$ cat src/rtl/irq_ctrl.sv
// irq_ctrl - bus-programmable interrupt controller.
//
// Collects N_SRC asynchronous interrupt requests, synchronises them, and
// latches them into PENDING according to a per-source mode (rising edge or
// level). Requests reach the core as PENDING & ENABLE.
//
// Register map (word offsets, bits [N_SRC-1:0] used, upper bits read 0):
//   0 PENDING  read / write-1-to-clear (edge-mode bits only)
//   1 ENABLE   read / write
//   2 MODE     read / write, 1 = rising edge, 0 = level
//   3 RAW      read-only, synchronised src_i
//   4 SWSET    write-only, 1 sets PENDING on edge-mode bits, reads 0
//   5 CLAIM    read: index+1 of lowest PENDING&ENABLE bit (0 if none),
//              and the read clears that bit if it is edge mode
//   6,7        read 0, writes ignored
//
// Ports:
//   clk, rst     system clock, asynchronous active-low reset
//   src_i        raw interrupt requests (may be asynchronous)
//   sel/we/addr/wdata  single-cycle bus access
//   rdata/ack    registered response, one cycle after sel
//   irq_o        per-source requests to the core
//   irq_any      OR of irq_o
module irq_ctrl #(
  parameter int unsigned N_SRC       = 16,
  parameter int unsigned SYNC_STAGES = 2
) (
  input  logic             clk,
  input  logic             rst,
  input  logic [N_SRC-1:0] src_i,
  input  logic             sel,
  input  logic             we,
  input  logic [2:0]       addr,
  input  logic [31:0]      wdata,
  output logic [31:0]      rdata,
  output logic             ack,
  output logic [N_SRC-1:0] irq_o,
  output logic             irq_any
);

  logic [N_SRC-1:0] sync_q [SYNC_STAGES];
  logic [N_SRC-1:0] raw;
  logic [N_SRC-1:0] raw_prev_q;
  logic [N_SRC-1:0] pending_q;
  logic [N_SRC-1:0] pending_d;
  logic [N_SRC-1:0] enable_q;
  logic [N_SRC-1:0] mode_q;
  logic [31:0]      rdata_q;
  logic             ack_q;

  logic             wr;
  logic             rd;
  logic [N_SRC-1:0] wbits;
  logic [N_SRC-1:0] w1c;
  logic [N_SRC-1:0] swset;
  logic [N_SRC-1:0] claim_onehot;
  logic [N_SRC-1:0] claim_clr;
  logic [N_SRC-1:0] active;
  logic [31:0]      claim_val;
  logic             claim_found;
  logic [31:0]      rd_mux;

  // Write data above N_SRC is intentionally discarded.
  logic wdata_unused;
  assign wdata_unused = ^wdata;

  assign raw    = sync_q[SYNC_STAGES-1];
  assign active = pending_q & enable_q;
  assign irq_o   = active;
  assign irq_any = |active;
  assign rdata   = rdata_q;
  assign ack     = ack_q;

  assign wr    = sel & we;
  assign rd    = sel & ~we;
  assign wbits = wdata[N_SRC-1:0];
  assign w1c   = (wr && addr == 3'd0) ? wbits : '0;
  assign swset = (wr && addr == 3'd4) ? wbits : '0;

  // Lowest index wins; the value returned and the bit cleared come from the
  // same pre-edge state, so they always refer to the same source.
  always_comb begin
    claim_onehot = '0;
    claim_val    = '0;
    claim_found  = 1'b0;
    for (int unsigned i = 0; i < N_SRC; i++) begin
      if (!claim_found && active[i]) begin
        claim_found     = 1'b1;
        claim_onehot[i] = 1'b1;
        claim_val       = 32'(i + 1);
      end
    end
  end

  assign claim_clr = (rd && addr == 3'd5) ? claim_onehot : '0;

  // Edge bits: set beats clear in the same cycle. Level bits track the
  // synchronised input and ignore software set/clear.
  always_comb begin
    pending_d = (mode_q & ((pending_q & ~(w1c | claim_clr))
                           | (raw & ~raw_prev_q) | swset))
              | (~mode_q & raw);
  end

  always_comb begin
    rd_mux = '0;
    case (addr)
      3'd0:    rd_mux[N_SRC-1:0] = pending_q;
      3'd1:    rd_mux[N_SRC-1:0] = enable_q;
      3'd2:    rd_mux[N_SRC-1:0] = mode_q;
      3'd3:    rd_mux[N_SRC-1:0] = raw;
      3'd5:    rd_mux = claim_val;
      default: rd_mux = '0;
    endcase
  end

  always_ff @(posedge clk or negedge rst) begin
    if (!rst) begin
      for (int unsigned s = 0; s < SYNC_STAGES; s++) begin
        sync_q[s] <= '0;
      end
      raw_prev_q <= '0;
      pending_q  <= '0;
      enable_q   <= '0;
      mode_q     <= '0;
      rdata_q    <= '0;
      ack_q      <= 1'b0;
    end else begin
      sync_q[0] <= src_i;
      for (int unsigned s = 1; s < SYNC_STAGES; s++) begin
        sync_q[s] <= sync_q[s-1];
      end
      raw_prev_q <= raw;
      pending_q  <= pending_d;
      if (wr && addr == 3'd1) enable_q <= wbits;
      if (wr && addr == 3'd2) mode_q   <= wbits;
      ack_q   <= sel;
      rdata_q <= rd ? rd_mux : '0;
    end
  end

endmodule

$ cat config.mk
export PLATFORM = sky130hd
export DESIGN_NAME = irq_ctrl
export DESIGN_NICKNAME = d
export VERILOG_FILES = /design/src/rtl/irq_ctrl.sv
export SDC_FILE = /design/constraint.sdc
export NUM_CORES = 1
export LEC_CHECK = 0
export CORE_MARGIN = 5
export CORE_UTILIZATION = 50
export CTS_CLUSTER_SIZE = 10
export DETAILED_ROUTE_END_ITERATION = 8
export GPL_TIMING_DRIVEN = 1
export HOLD_SLACK_MARGIN = 0.12
export PLACE_DENSITY = 0.87
export SLEW_MARGIN = 20
export SYNTH_ARGS = -nofsm -noshare
export SYNTH_HDL_FRONTEND = slang
export SYNTH_SLANG_ARGS = --single-unit
$ cat constraint.sdc
create_clock -name clk -period 2.8 [get_ports clk]
set_input_delay 0.7 -clock clk [delete_from_list [all_inputs] [get_ports clk]]
set_output_delay 0.7 -clock clk [all_outputs]
set_load 0.05 [all_outputs]
==> metrics.md, run 1 <==
| Metric | Value |
|---|---|
| Slew headroom | between 40% and 50% |
| Filler instances | ~660 |
| Via density | between 5 and 6 |
| Synth warn | 0 |
| Cell area power density | 809.6 mW/mm² |
| Worst slew pin tran | ~0.76 ns |
| Final Util | 67.72% |
| Die width | 107.8 µm |
| Compound-Gate Fraction of Synth Area | 8.756% |
| Adder-Cell Fraction of Synth Area | 0% |
| Worst Hold Class | in2async |
| Arrival time at the worst endpoint | 2.15 ns |
| Gr busiest metal | met2 |
| Final layout net count | 533 |
| TritonCTS Buffers | 17 |
| Post-route setup slack | -0.04549 ns |
| Core ar. | 0.009284 mm² |
| Dominant synthesized flop cell | dfrtp_1 |
| Met2 Use GR | 36.55% |
| Die Span Y | approximately 110 µm |
| Final Hold Vio Count | 0 |
| Initial Util | between 50% and 60% |
| Footprint of the multi-input gates | 0.001787 mm² |
| FFs w/ async S/R, synth | between 90% and 100% |
| Largest family of logic cells by synthesized area | multiplexers |
| Min Hold Slack | 0.2458 ns |
| Later-pin clock latency in the skew report | 0.51 ns |
| Largest net degree at the start of global routing | 114 |
| Sequential area share after synthesis | between 50% and 60% |
| Clk buf depth | 2 |
| Die area | 0.01163 mm² |
| Multiplexer area fraction after synthesis | 15.13% |
| Max Fclk | 351.4 MHz |
| DRC viols | 0 |
| Critical Path End Type | output pin |
| Design area | 0.006287 mm² |
| Leakage | 0.002798 µW |
| Post-synthesis xor/xnor area fraction | 0% |
| Max stage delay cell, worst path | a222oi_1 |
| Post-CTS Hold Fix Bufs | 0 |
| Final min period | 2.845 ns |
| Unrepaired setup endpoints after global routing | yes |
| Top Family by Delay on Critical Path | simple AND/OR/NAND/NOR gates |
| Reg2reg start | enable_q[5] |
| Routability Congestion | 0.8771 |
| Yosys cell types | 48 |
| Kind of start point of the critical path | flop |
| Clk sink count | 113 |
| DP Worst Slack | 0.2245 ns |
| Gr usage total | 21.84% |
| Final setup violation count | 1 |
| Avg Inst Size Synth | 12.77 µm² |
| IO Pins | approximately 110 |
| Total Wirelength | 11.94 mm |
| Kind of critical path | reg2out |
| Initial drt markers | 319 |
| Final clock skew | 0.006210 ns |
| Maximum vdd ir drop | between 0.4 and 0.5 mV |
| Layout area overhead | 31.34% |
| RR Endpoint | rdata[3] |
| H-tree depth | 4 |
| Site row count | 35 |
| First-pass GRT wire length | 19.22 mm |
| Post-synth EDFFs | 0 |
| Slew Viols, Final | 0 |
| Most common cell after layout, fill and taps aside | dfrtp_1 |
| Layout cells sized above 1 | 21.97% |
| Worst-path clk slew | 0.05 ns |
| GR Util met1 | 25.35% |
| Vias in the first global route | 3792 |
| Most frequent cells in the layout | dfrtp_1 (113), clkdlybuf4s50_1 (69), nand2_1 (60) |
| Dpl cell area | 0.005669 mm² |
| Fin cells | 616 |
| ANT cells | 0 |
| Failing checks | negative setup slack |
| Grt ovf | 0 |
| Number of max-cap violations | 0 |
| Cell chain of the critical path | a222oi_1, buf_4, nand4_1, or3_4, buf_8 |
| Detailed-placement wirelength estimate | 7.645 mm |
| Worst Path Required | 2.10 ns |
| Pre-Repair DR Iteration Count | 5 |
| Yosys reg bits | 113 |
| CTS tree | built |
| Fin crit share | 101.6% |
| Post-synthesis cell area | 0.004787 mm² |
| Met3 GRT Util | 6.779% |
| Inst Count DP | 577 |
| CTS root buf | clkbuf_8 |
| Routed Antenna Nets | 0 |
| Flop2flop setup slack | between 0.4 and 0.5 ns |
| Gate Count Post-Synth | between 300 and 400 |
| Routed len/inst | between 15 and 20 µm |
| Sequential Area | 0.002828 mm² |
| Status | finished, violations left |
| Post-Synth Simple-Gate Area | 12.10% |
| Critical Path Max Stage Delay | around 0.41 ns |
| Reg2Reg Depth | 8 |
| Initial antenna violation count | 0 |
| WP buf/inv | 2 |
| Port bufs | 72 |
| Crit-path max FO | 2 |
| Via count | roughly 3600 |
## layout make-up
type | instances | share of cell area [%]
multi-input combinational | 232 | 28.42
sequential | 113 | 44.98
clock inverter | 7 | 0.9950
inverter | 17 | 1.015
timing repair buffer | 97 | 14.73
clock buffer | 21 | 7.303
tap | 129 | 2.567
## state kept, by name (all words and copies together), names as in the netlist
register    flops
sync_q         16
pending_q      16
mode_q         16
rdata          16
raw_prev_q     16
raw            16
enable_q       16
ack             1
## Yosys cell counts, drive strengths merged (5+ instances only)
| library cell | n | area [µm²] |
|---|---|---|
| a32o | 5 | 50.05 |
| a32oi | 11 | 96.34 |
| and2 | 5 | 31.28 |
| buf | 19 | 135.1 |
| clkbuf | 9 | 33.78 |
| dfrtp | 113 | 2828 |
| inv | 17 | 63.81 |
| mux2 | 32 | 360.4 |
| mux4 | 16 | 364.1 |
| nand2 | 61 | 231.5 |
| nand3 | 11 | 55.05 |
| nor2b | 15 | 93.84 |
## cells by family after synthesis
group / after synthesis
AO/OA/AOI/OAI: 51
buffers and inverters: 45
flip-flops: 113
multiplexers: 48
other: 1
AND/OR/NAND/NOR: 117
## per-stage QoR
| stage | total power, µW | TNS, ns |
|---|---|---|
| floorplan | 2735 | 0 |
| global placement | 3070 | 0 |
| detailed placement | 3118 | 0 |
| CTS | 5075 | -0.04592 |
| global route | 5300 | -0.08738 |
| finish | 5090 | -0.04549 |
## worst max-delay path by stage
stage                             from             to  slack, ns  cells after the start
after floorplan            enable_q[1]        irq_any       0.14                      3
after global placement         addr[0]  pending_q[13]       0.25                      6
after detailed placement       addr[0]  pending_q[13]       0.22                      6
after CTS                  enable_q[5]        irq_any      -0.05                      5
after global routing      pending_q[1]        irq_any      -0.09                      5
final                      enable_q[5]        irq_any      -0.05                      5
## power by group
part	total [µW]	internal, µW	switching (µW)
clock network	1890	1210	674
logic	1180	522	654
registers	2030	1830	195
## metal layers
layer  up-vias  part of all wire [%]
met1      1770                    37
met4         0                   3.3
met5         -                     0
met3        44                   8.3
li1       1551                     -
met2       198                    51
## timing repair
item | 4_1_cts | 5_1_grt
endpoints found under the setup margin | 1 | 2
pin swaps | 5 | 1
setup buffers | 8 | 3
resized for setup | 3 | 1
Note: power is estimated with default switching activity, not from simulation.
==> run 2: changes to the inputs <==
Settings changed: SLEW_MARGIN 20 to 10.
==> results of run 2 <==
No change in the layout: final DEF, timing and power equal those of run 1.
